File: src/rtl/pipe_stage_regs_pkg.sv
// Shared core constants for the fetch/decode/execute pipeline register bank.
//   CORE_XLEN     : default datapath width
//   CORE_RESET_PC : default fetch PC after reset
//   NOP_INSTR     : canonical RV32 NOP (addi x0, x0, 0) used for IF/ID bubbles
package pipe_stage_regs_pkg;

  localparam int unsigned CORE_XLEN     = 32;
  localparam int unsigned INSTR_W       = 32;
  localparam int unsigned REG_ADDR_W    = 5;
  localparam logic [31:0] CORE_RESET_PC = 32'h0000_0000;
  localparam logic [31:0] NOP_INSTR     = 32'h0000_0013;

endpackage : pipe_stage_regs_pkg

File: src/rtl/pipe_stage_regs_pipe_reg.sv
// Generic W-bit pipeline register.
//   clk, rst : clock and asynchronous active-high reset (loads RST_VAL)
//   en       : load d when high, hold otherwise
//   clr      : load CLR_VAL; takes priority over en
//   d, q     : data in / registered data out
module pipe_reg #(
  parameter int unsigned    W       = 32,
  parameter logic [W-1:0]   RST_VAL = '0,
  parameter logic [W-1:0]   CLR_VAL = '0
) (
  input  logic         clk,
  input  logic         rst,
  input  logic         en,
  input  logic         clr,
  input  logic [W-1:0] d,
  output logic [W-1:0] q
);

  always_ff @(posedge clk or posedge rst) begin
    if (rst)      q <= RST_VAL;
    else if (clr) q <= CLR_VAL;
    else if (en)  q <= d;
  end

endmodule : pipe_reg

File: src/rtl/pipe_stage_regs.sv
// Fetch/decode/execute pipeline register bank for the 5-stage RV32 core.
// Holds PCF, the IF/ID and ID/EX registers with per-stage valid bits, and
// two performance counters (decode stall cycles, discarded valid slots).
//   Hazard controls : StallF, StallD, FlushD, FlushE
//   Fetch inputs    : PCNextF, InstrF
//   Decode inputs   : CtrlD, Rs1D, Rs2D, RdD, RD1D, RD2D, ImmExtD
//   Fetch/decode out: PCF, InstrD, PCD, PCPlus4D, ValidD
//   Execute out     : CtrlE, Rs1E, Rs2E, RdE, RD1E, RD2E, ImmExtE, PCE,
//                     PCPlus4E, ValidE
//   Counters        : cnt_clr (sync clear), stall_cnt, flush_cnt
module pipe_stage_regs
  import pipe_stage_regs_pkg::*;
#(
  parameter int unsigned    XLEN     = CORE_XLEN,
  parameter logic [XLEN-1:0] RESET_PC = XLEN'(CORE_RESET_PC),
  parameter int unsigned    CTRL_W   = 16,
  parameter int unsigned    CNT_W    = 64
) (
  input  logic              clk,
  input  logic              rst,
  input  logic              StallF,
  input  logic              StallD,
  input  logic              FlushD,
  input  logic              FlushE,
  input  logic [XLEN-1:0]   PCNextF,
  input  logic [31:0]       InstrF,
  output logic [XLEN-1:0]   PCF,
  output logic [31:0]       InstrD,
  output logic [XLEN-1:0]   PCD,
  output logic [XLEN-1:0]   PCPlus4D,
  output logic              ValidD,
  input  logic [CTRL_W-1:0] CtrlD,
  input  logic [4:0]        Rs1D,
  input  logic [4:0]        Rs2D,
  input  logic [4:0]        RdD,
  input  logic [XLEN-1:0]   RD1D,
  input  logic [XLEN-1:0]   RD2D,
  input  logic [XLEN-1:0]   ImmExtD,
  output logic [CTRL_W-1:0] CtrlE,
  output logic [4:0]        Rs1E,
  output logic [4:0]        Rs2E,
  output logic [4:0]        RdE,
  output logic [XLEN-1:0]   RD1E,
  output logic [XLEN-1:0]   RD2E,
  output logic [XLEN-1:0]   ImmExtE,
  output logic [XLEN-1:0]   PCE,
  output logic [XLEN-1:0]   PCPlus4E,
  output logic              ValidE,
  input  logic              cnt_clr,
  output logic [CNT_W-1:0]  stall_cnt,
  output logic [CNT_W-1:0]  flush_cnt
);

  localparam int unsigned IFID_W = INSTR_W + 2 * XLEN + 1;
  localparam int unsigned IDEX_W = CTRL_W + 3 * REG_ADDR_W + 5 * XLEN + 1;

  // A decode bubble is a NOP with zeroed PCs, identical to the reset image.
  localparam logic [IFID_W-1:0] IFID_BUBBLE = {NOP_INSTR, {(2 * XLEN + 1){1'b0}}};

  logic [IFID_W-1:0] ifid_d, ifid_q;
  logic [IDEX_W-1:0] idex_d, idex_q;

  // Fetch PC register
  pipe_reg #(
    .W       (XLEN),
    .RST_VAL (RESET_PC),
    .CLR_VAL (RESET_PC)
  ) u_pcf (
    .clk (clk),
    .rst (rst),
    .en  (~StallF),
    .clr (1'b0),
    .d   (PCNextF),
    .q   (PCF)
  );

  // IF/ID register: FlushD beats StallD beats load
  assign ifid_d = {InstrF, PCF, PCF + XLEN'(4), 1'b1};

  pipe_reg #(
    .W       (IFID_W),
    .RST_VAL (IFID_BUBBLE),
    .CLR_VAL (IFID_BUBBLE)
  ) u_ifid (
    .clk (clk),
    .rst (rst),
    .en  (~StallD),
    .clr (FlushD),
    .d   (ifid_d),
    .q   (ifid_q)
  );

  assign {InstrD, PCD, PCPlus4D, ValidD} = ifid_q;

  // ID/EX register: no stall; a flush zeroes everything so RdE=0 never matches
  assign idex_d = {CtrlD, Rs1D, Rs2D, RdD, RD1D, RD2D, ImmExtD, PCD, PCPlus4D, ValidD};

  pipe_reg #(
    .W       (IDEX_W),
    .RST_VAL ('0),
    .CLR_VAL ('0)
  ) u_idex (
    .clk (clk),
    .rst (rst),
    .en  (1'b1),
    .clr (FlushE),
    .d   (idex_d),
    .q   (idex_q)
  );

  assign {CtrlE, Rs1E, Rs2E, RdE, RD1E, RD2E, ImmExtE, PCE, PCPlus4E, ValidE} = idex_q;

  // Performance counter increments for this edge
  logic       stall_inc_c;
  logic [1:0] flush_inc_c;

  always_comb begin
    stall_inc_c = StallD & ~FlushD & ValidD;
    flush_inc_c = {1'b0, FlushD & ValidD} + {1'b0, FlushE & ValidE};
  end

  // Counters wrap naturally; clear wins over increment
  always_ff @(posedge clk or posedge rst) begin
    if (rst) begin
      stall_cnt <= '0;
      flush_cnt <= '0;
    end else if (cnt_clr) begin
      stall_cnt <= '0;
      flush_cnt <= '0;
    end else begin
      stall_cnt <= stall_cnt + CNT_W'(stall_inc_c);
      flush_cnt <= flush_cnt + CNT_W'(flush_inc_c);
    end
  end

endmodule : pipe_stage_regs

File: config.mk
export PLATFORM = sky130hd
export DESIGN_NAME = pipe_stage_regs
export DESIGN_NICKNAME = d
export VERILOG_FILES = /design/src/rtl/pipe_stage_regs_pkg.sv /design/src/rtl/pipe_stage_regs_pipe_reg.sv /design/src/rtl/pipe_stage_regs.sv
export SDC_FILE = /design/constraint.sdc
export NUM_CORES = 1
export LEC_CHECK = 0
export CORE_AREA = 2 2 255 257
export CTS_CLUSTER_SIZE = 25
export DETAILED_ROUTE_END_ITERATION = 7
export DIE_AREA = 0 0 257 259
export GPL_TIMING_DRIVEN = 0
export HOLD_SLACK_MARGIN = 0.06
export PLACE_DENSITY = 0.6
export SYNTH_ARGS = -nofsm -noshare
export SYNTH_HDL_FRONTEND = slang
export SYNTH_SLANG_ARGS = --single-unit
File: constraint.sdc
create_clock -name clk -period 14.5 [get_ports clk]
set_clock_uncertainty 0.2 [all_clocks]
set_input_delay 1.45 -clock clk [delete_from_list [all_inputs] [get_ports clk]]
set_output_delay 1.45 -clock clk [all_outputs]
set_load 0.02 [all_outputs]
==> results of run 1 <==
[worst max path at each step]
stage / startpoint / to / depth (start not counted)
after global placement: rst / u_ifid.q[83] / 2
after global routing: FlushD / flush_cnt[56] / 13
after CTS: FlushD / flush_cnt[56] / 13
after detailed placement: FlushD / flush_cnt[56] / 13
final: FlushD / flush_cnt[56] / 13
after floorplan: rst / flush_cnt[0] / 1
[cells by family after synthesis]
family,after synthesis,synth area share
xor gates and xnor gates,93,0.0448
AOI/OAI and AO/OA,144,0.0453
DFF,445,0.612
and+or+nand+nor,718,0.214
buffers and inverters,103,0.0226
muxes,99,0.0568
adders and majority gates,5,0.00385
[state kept, by name, indices dropped and copies added (netlist names)]
signal and cells:
stall_cnt 64, u_ifid.q 95, u_idex.q 190, flush_cnt 64
u_pcf.q 32
[routing by layer]
layer,track usage,part of all wire
met1,0.249,0.41
met2,0.347,0.50
met3,0.0511,0.069
met4,0.0549,0.023
met5,0,0.00058
[critical path: cells and delay by family]
kind	cells	cell delay (ns)
adder cells (fa/ha/maj)	2	0.68
AND/OR/NAND/NOR	5	2.30
AO/OA/AOI/OAI	1	0.17
buffers and inverters	5	1.98
[synthesized netlist by cell type (18+ instances only)]
master	number	area, sq um
a21oi_1	64	320
and3_1	19	119
clkbuf_1	61	229
dfrtp_1	442	11100
inv_1	22	82.6
mux2_2	34	383
mux2i_1	65	651
nand2_1	65	244
nand3_1	58	290
nand4_1	57	357
nor2_1	177	664
nor2b_1	196	1230
nor3_1	23	115
nor4_1	23	144
o21ai_0	43	215
or3_1	44	275
or4_1	18	135
xnor2_1	46	403
xor2_1	47	412
[per-stage QoR]
step,hold WS [ns],utilization,TNS [ns],total power [mW]
final,0.329,0.432,0,3.13
after global routing,0.356,0.432,0,3.25
after CTS,0.325,0.432,0,3.17
after detailed placement,0.313,0.403,0,1.76
after global placement,0.301,0.402,-2318.77,1.75
after floorplan,0.377,-,0,1.52
[where the power goes]
group | total, mW | switching, mW | leakage (nW) | internal [mW]
Sequential | 1.34 | 0.0451 | 5.90 | 1.30
Clock | 1.40 | 0.544 | 0.896 | 0.859
Combinational | 0.390 | 0.204 | 4.51 | 0.186
[final cells by class]
cell class              instances  share of cell area
repair buffers                645               0.236
multi-input cells            1059               0.240
clock buffers                  79              0.0560
well taps                     855              0.0388
flip-flops and latches        445               0.404
clock inverters                19              0.0104
inverters                      22             0.00326
plain buffers                  81              0.0119
==> results.md, run 1 <==
* Storage cell area at 11100 sq um
* CP Cell Sequence: clkbuf_1 > clkbuf_1 > buf_1 > nand2_1 > fa_1 > inv_1 > ha_1 > nand4_1 > nor3_1 > nand4_1 > clkbuf_1 > or3_1 > a21oi_1
* Vias in the first global route at 15.5k
* Worst path arrival time at 6.60 ns
* Maxcap violations at 0
* Syn_area_per_cell at about 11 sq um
* CP max-delay cell: nor3_1
* Die H at between 200 and 300 um
* Worst setup margin at a little over 8 ns
* Fmax at between 0.15 and 0.2 GHz
* Final Cell Area at ~28000 sq um
* Largest net degree at the start of global routing at 127
* Nets at approximately 2.5k
* Reg2Reg Depth at 10
* Avg Vias per Cell at 4.69
* PD cells at ~110 nW/um^2
* Clk_lat worst skew at between 0.5 and 0.6 ns
* Worst rel slew slack at 0.155
* Yosys reg bits at between 400 and 500
* Die Area at between 60000 and 70000 sq um
* Number of H-tree levels at 2
* Initial Utilization at 0.285
* Layout cells sized above 1 at 0.0621
* CTS max path bufs at 3
* CTS buffer count at 52
* Antenna violations before repair at 5
* Most frequent cells in the layout: clkdlybuf4s50_1 (642), dfrtp_1 (442), nor2b_1 (196)
* Horiz. Die Dim at 257 um
* R2r endpoint: flush_cnt[56]
* Drt pass-1 iters at 4
* Yosys warns at 0
* Core area at between 60000 and 70000 sq um
* Total Wirelength at around 69000 um
* Data required time at the worst endpoint at between 10 and 15 ns
* Least-Margin Pin Slew at around 1.3 ns
* DP Worst Slack at approximately 7.5 ns
* DP HPWL at about 53000 um
* Post-synth EDFFs at 0
* Top cell by count, worst path: clkbuf_1
* Non-Filler Instances at 3205
* Seq/Total Area, Yosys at 0.612
* Antenna cells at 0
* Post-CTS setup buffers at 0
* Async S/R FF share, synth at 1.00
* Cells after Synth at 1607
* Synthesized Nets at about 1.8k
* Hold WC Path Type: register to register
* Status: completed
* Final Setup Violations at 0
* Via total after detailed routing at approximately 15k
* Routability cong. at slightly below 0.9
* Crit end category: register
* Root buf cell: clkbuf_16
* Fin crit share at 0.435
* # IOs at roughly 650
* Placed Instances at 3107
* CTS resizes at 0
* First-pass GRT wire length at 102000 um
* Post-DR wirelength/cell at approximately 21 um
* All-Layer GR Usage at 0.201
* Slew Viols, Final at 0
* Reg-to-reg startpoint: u_ifid.q[0]
* CP peak stage delay at ~1.1 ns
* Fill cells at 5952
* P_leak at between 10 and 15 nW
* Mapped cell area at between 15000 and 20000 sq um
* R2R setup slack at 10.25 ns
* Cell variety after synth at between 40 and 50
* Worst Setup Path Type: primary input to register
* Min cycle time layout at around 6.3 ns
* Synth-to-Final Area Change at 51.8%
* Multi-input gate area at 6640 sq um
* Critical path fanouts, max at 10
* Placed Area at approximately 26000 sq um
* CTS tree: yes
* RSZ-0062 raised after global routing: no
* VDD IR max at between 0.00006 and 0.00007 V
* Main flop type after synthesis: dfrtp_1
* Clock-pin transition on the worst setup and hold timing paths at 0.06 ns
* Post-route DRC violation count at 0
* CTS sink count at 445
* WHS Endpoint: u_idex.q[14]
* CP startpoint kind: primary input
* WHS Path Cells at 1
* Commonest non-fill, non-tap cell in the layout: clkdlybuf4s50_1
* Total gr overflow at 0
* Hold_sp: u_ifid.q[14]
* Final hold vios at 0
* CTS Hold Bufs at 0
* Final ANT Viol Nets at 0
* PortBufs at between 600 and 700
* DRT iter0 DRCs at a little under 800
* # rows at 93
No activity file was read; power rests on OpenSTA's default activity.
==> run 2, diff against run 1 <==
--- a/config.mk
+++ b/config.mk
@@ -5,13 +5,13 @@
 export SDC_FILE = /design/constraint.sdc
 export NUM_CORES = 1
 export LEC_CHECK = 0
-export CORE_AREA = 2 2 255 257
+export CORE_AREA = 2 2 251 253
 export CTS_CLUSTER_SIZE = 25
 export DETAILED_ROUTE_END_ITERATION = 7
-export DIE_AREA = 0 0 257 259
+export DIE_AREA = 0 0 253 255
 export GPL_TIMING_DRIVEN = 0
 export HOLD_SLACK_MARGIN = 0.06
-export PLACE_DENSITY = 0.6
+export PLACE_DENSITY = 0.59
 export SYNTH_ARGS = -nofsm -noshare
 export SYNTH_HDL_FRONTEND = slang
 export SYNTH_SLANG_ARGS = --single-unit
==> constraint.sdc (replaced) <==
create_clock -name clk -period 6.02 [get_ports clk]
set_clock_uncertainty 0.2 [all_clocks]
set_input_delay 0.602 -clock clk [delete_from_list [all_inputs] [get_ports clk]]
set_output_delay 0.602 -clock clk [all_outputs]
set_load 0.02 [all_outputs]
==> results.md, run 2 (synthesized netlist as in run 1, its figures left out) <==
* Critical path fanouts, max at 10 (unchanged)
* Routability cong. at 0.871 (about the same)
* First-pass GRT wire length at 98300 um (-3.7%)
* Nets at 2518 (+0.36%)
* CP startpoint kind: primary input
* Root buf cell: clkbuf_16
* Total gr overflow at 0 (unchanged)
* Reg power frac at 0.441 (+0.013)
* Worst rel slew slack at 0.263 (+0.108)
* Die H at 255 um (-1.5%)
* Worst Setup Path Type: primary input to register
* Placed Instances at 3061 (-1.5%)
* Antenna violations before repair at 5 (unchanged)
* Reg-to-reg startpoint: u_ifid.q[0]
* CTS tree: yes
* Net Sw Power at 1.89 mW (+140%)
* # IOs at 647 (unchanged)
* P_leak at 11.3 nW (+0.31%)
* CTS buffer count at 51 (-1.9%)
* CTS sink count at 445 (unchanged)
* Total Wirelength at 67100 um (-2.3%)
* Post-CTS setup buffers at 0 (unchanged)
* Clock-pin transition on the worst setup and hold timing paths at 0.05 ns (about the same)
* PortBufs at 642 (unchanged)
* Tot Pwr at 7.33 mW (+130%)
* Non-Filler Instances at 3151 (-1.7%)
* Number of H-tree levels at 2 (unchanged)
* Layout cells sized above 1 at 0.0672 (+0.00505)
* Fin Hold WS at 0.207 ns (-0.122 ns)
* Status: completed
* Most frequent cells in the layout: clkdlybuf4s50_1 (642), dfrtp_1 (442), nor2b_1 (196)
* Final ANT Viol Nets at 0 (unchanged)
* Max reg flops at 190 (unchanged)
* All-Layer GR Usage at 0.200 (about the same)
* CP startpoint: FlushD
* Crit end category: register
* Data required time at the worst endpoint at 6.31 ns (-8.48 ns)
* Post-DR wirelength/cell at 21.3 um (-0.60%)
* VDD IR max at 0.000223 V (+220%)
* Least-Margin Pin Slew at 1.10 ns (-0.161 ns)
* Worst setup margin at 0.684 ns (-7.50 ns)
* Avg Vias per Cell at 4.77 (+1.6%)
* Biggest regs: u_idex.q x190, u_ifid.q x95
* DP HPWL at 52100 um (-0.94%)
* Core area at 62200 sq um (-2.7%)
* Worst path arrival time at 5.62 ns (-0.98 ns)
* Vias in the first global route at 15.5k (+0.0064%)
* CP peak stage delay at 0.93 ns (-0.12 ns)
* CTS resizes at 0 (unchanged)
* Slew Viols, Final at 0 (unchanged)
* Antenna cells at 0 (unchanged)
* DRT iter0 DRCs at 664 (-16%)
* Via total after detailed routing at 15.0k (-0.14%)
* Final Setup Violations at 0 (unchanged)
* CP max-delay cell: nor3_1
* Post-Route Utilization at 0.444 (+0.0116)
* # rows at 92 (-1.1%)
* Hold WC Path Type: primary input to asynchronous set/reset pin
* Min cycle time layout at roughly 5.3 ns
* Synth-to-Final Area Change at 51.7% (about the same)
* DP Worst Slack at -0.0219 ns (-7.56 ns)
* Largest net degree at the start of global routing at 43 (-66%)
* Clk_lat worst skew at 0.59 ns (about the same)
* CP Cell Sequence: clkbuf_1 > clkbuf_1 > buf_1 > nand2_1 > fa_1 > inv_1 > ha_1 > nand4_1 > nor3_1 > nand4_1 > clkbuf_1 > or3_1 > a21oi_1
* RSZ-0062 raised after global routing: no
* Commonest non-fill, non-tap cell in the layout: clkdlybuf4s50_1
* Post-route DRC violation count at 0 (unchanged)
* CTS max path bufs at 3 (unchanged)
* Horiz. Die Dim at 253 um (-1.6%)
* PD cells at 266 nW/um^2 (+130%)
* Clk pwr share at 0.429 (-0.019)
* Fin crit share at 0.886
* Final hold vios at 0 (unchanged)
* Top cell by count, worst path: clkbuf_1
* Initial Utilization at 0.293 (+0.00789)
* CTS Hold Bufs at 0 (unchanged)
* Power Internal at 5.45 mW (+130%)
* Register name with the most flops: u_idex.q
* Die Area at 64500 sq um (-3.1%)
* Comb pwr share at 0.130 (+0.006)
* Maxcap violations at 0 (unchanged)
* Drt pass-1 iters at 7 (+3)
* Switching portion of total power at 0.257 (+0.00421)
* Fmax at 0.187 GHz
-- run 2: metal layers --
layer / track usage / vias to the layer above / part of all wire / wire, um
li1: - / 6930 / - / -
met1: 0.241 / 7441 / 0.40 / 26600
met2: 0.341 / 544 / 0.50 / 33300
met3: 0.0688 / 101 / 0.084 / 5620
met4: 0.0549 / 8 / 0.023 / 1510
met5: 0 / - / 0.00067 / 45
-- run 2: worst paths after layout --
kind,endpoint,slack [ns],depth (start not counted)
max,flush_cnt[58],0.68,13
min,u_idex.q[187],0.21,2
max reg2reg,flush_cnt[58],1.97,10
min reg2reg,u_idex.q[8],0.32,1
max in group asynchronous,u_idex.q[121],3.32,9
min in group clk,u_pcf.q[29],0.28,2
-- run 2: through the flow --
step           TNS [ns]  instance area [sq um]
6_report              0                  27600
5_1_grt               0                  27600
4_1_cts               0                  27600
3_3_place_gp   -1692.06                  25600
2_1_floorplan   -351.27                  18200
3_5_place_dp    -0.0219                  25900
-- run 2: worst max-delay path: cells and delay by family --
family | cells | cell delay [ns]
adder cells (fa/ha/maj) | 2 | 0.66
AND/OR/NAND/NOR | 5 | 2.13
AO/OA/AOI/OAI | 1 | 0.16
buffers and inverters | 5 | 2.05
-- run 2: area by class of cell --
class	count	area, sq um
plain buffers	81	329
flip-flops and latches	445	11100
clock inverters	20	200
repair buffers	655	6690
well taps	799	1000
inverters	22	86.3
fillers	5878	34600
multi-input cells	1059	6640
clock buffers	70	1500
-- run 2: power by group through the flow --
| stage | registers (mW) | clock network [mW] | logic (mW) |
|---|---|---|---|
| floorplan | 3.42 | 0 | 0.253 |
| global placement | 3.29 | 0 | 0.936 |
| detailed placement | 3.28 | 0 | 0.964 |
| CTS | 3.23 | 3.23 | 0.969 |
| global route | 3.25 | 3.35 | 1.02 |
| finish | 3.23 | 3.14 | 0.954 |
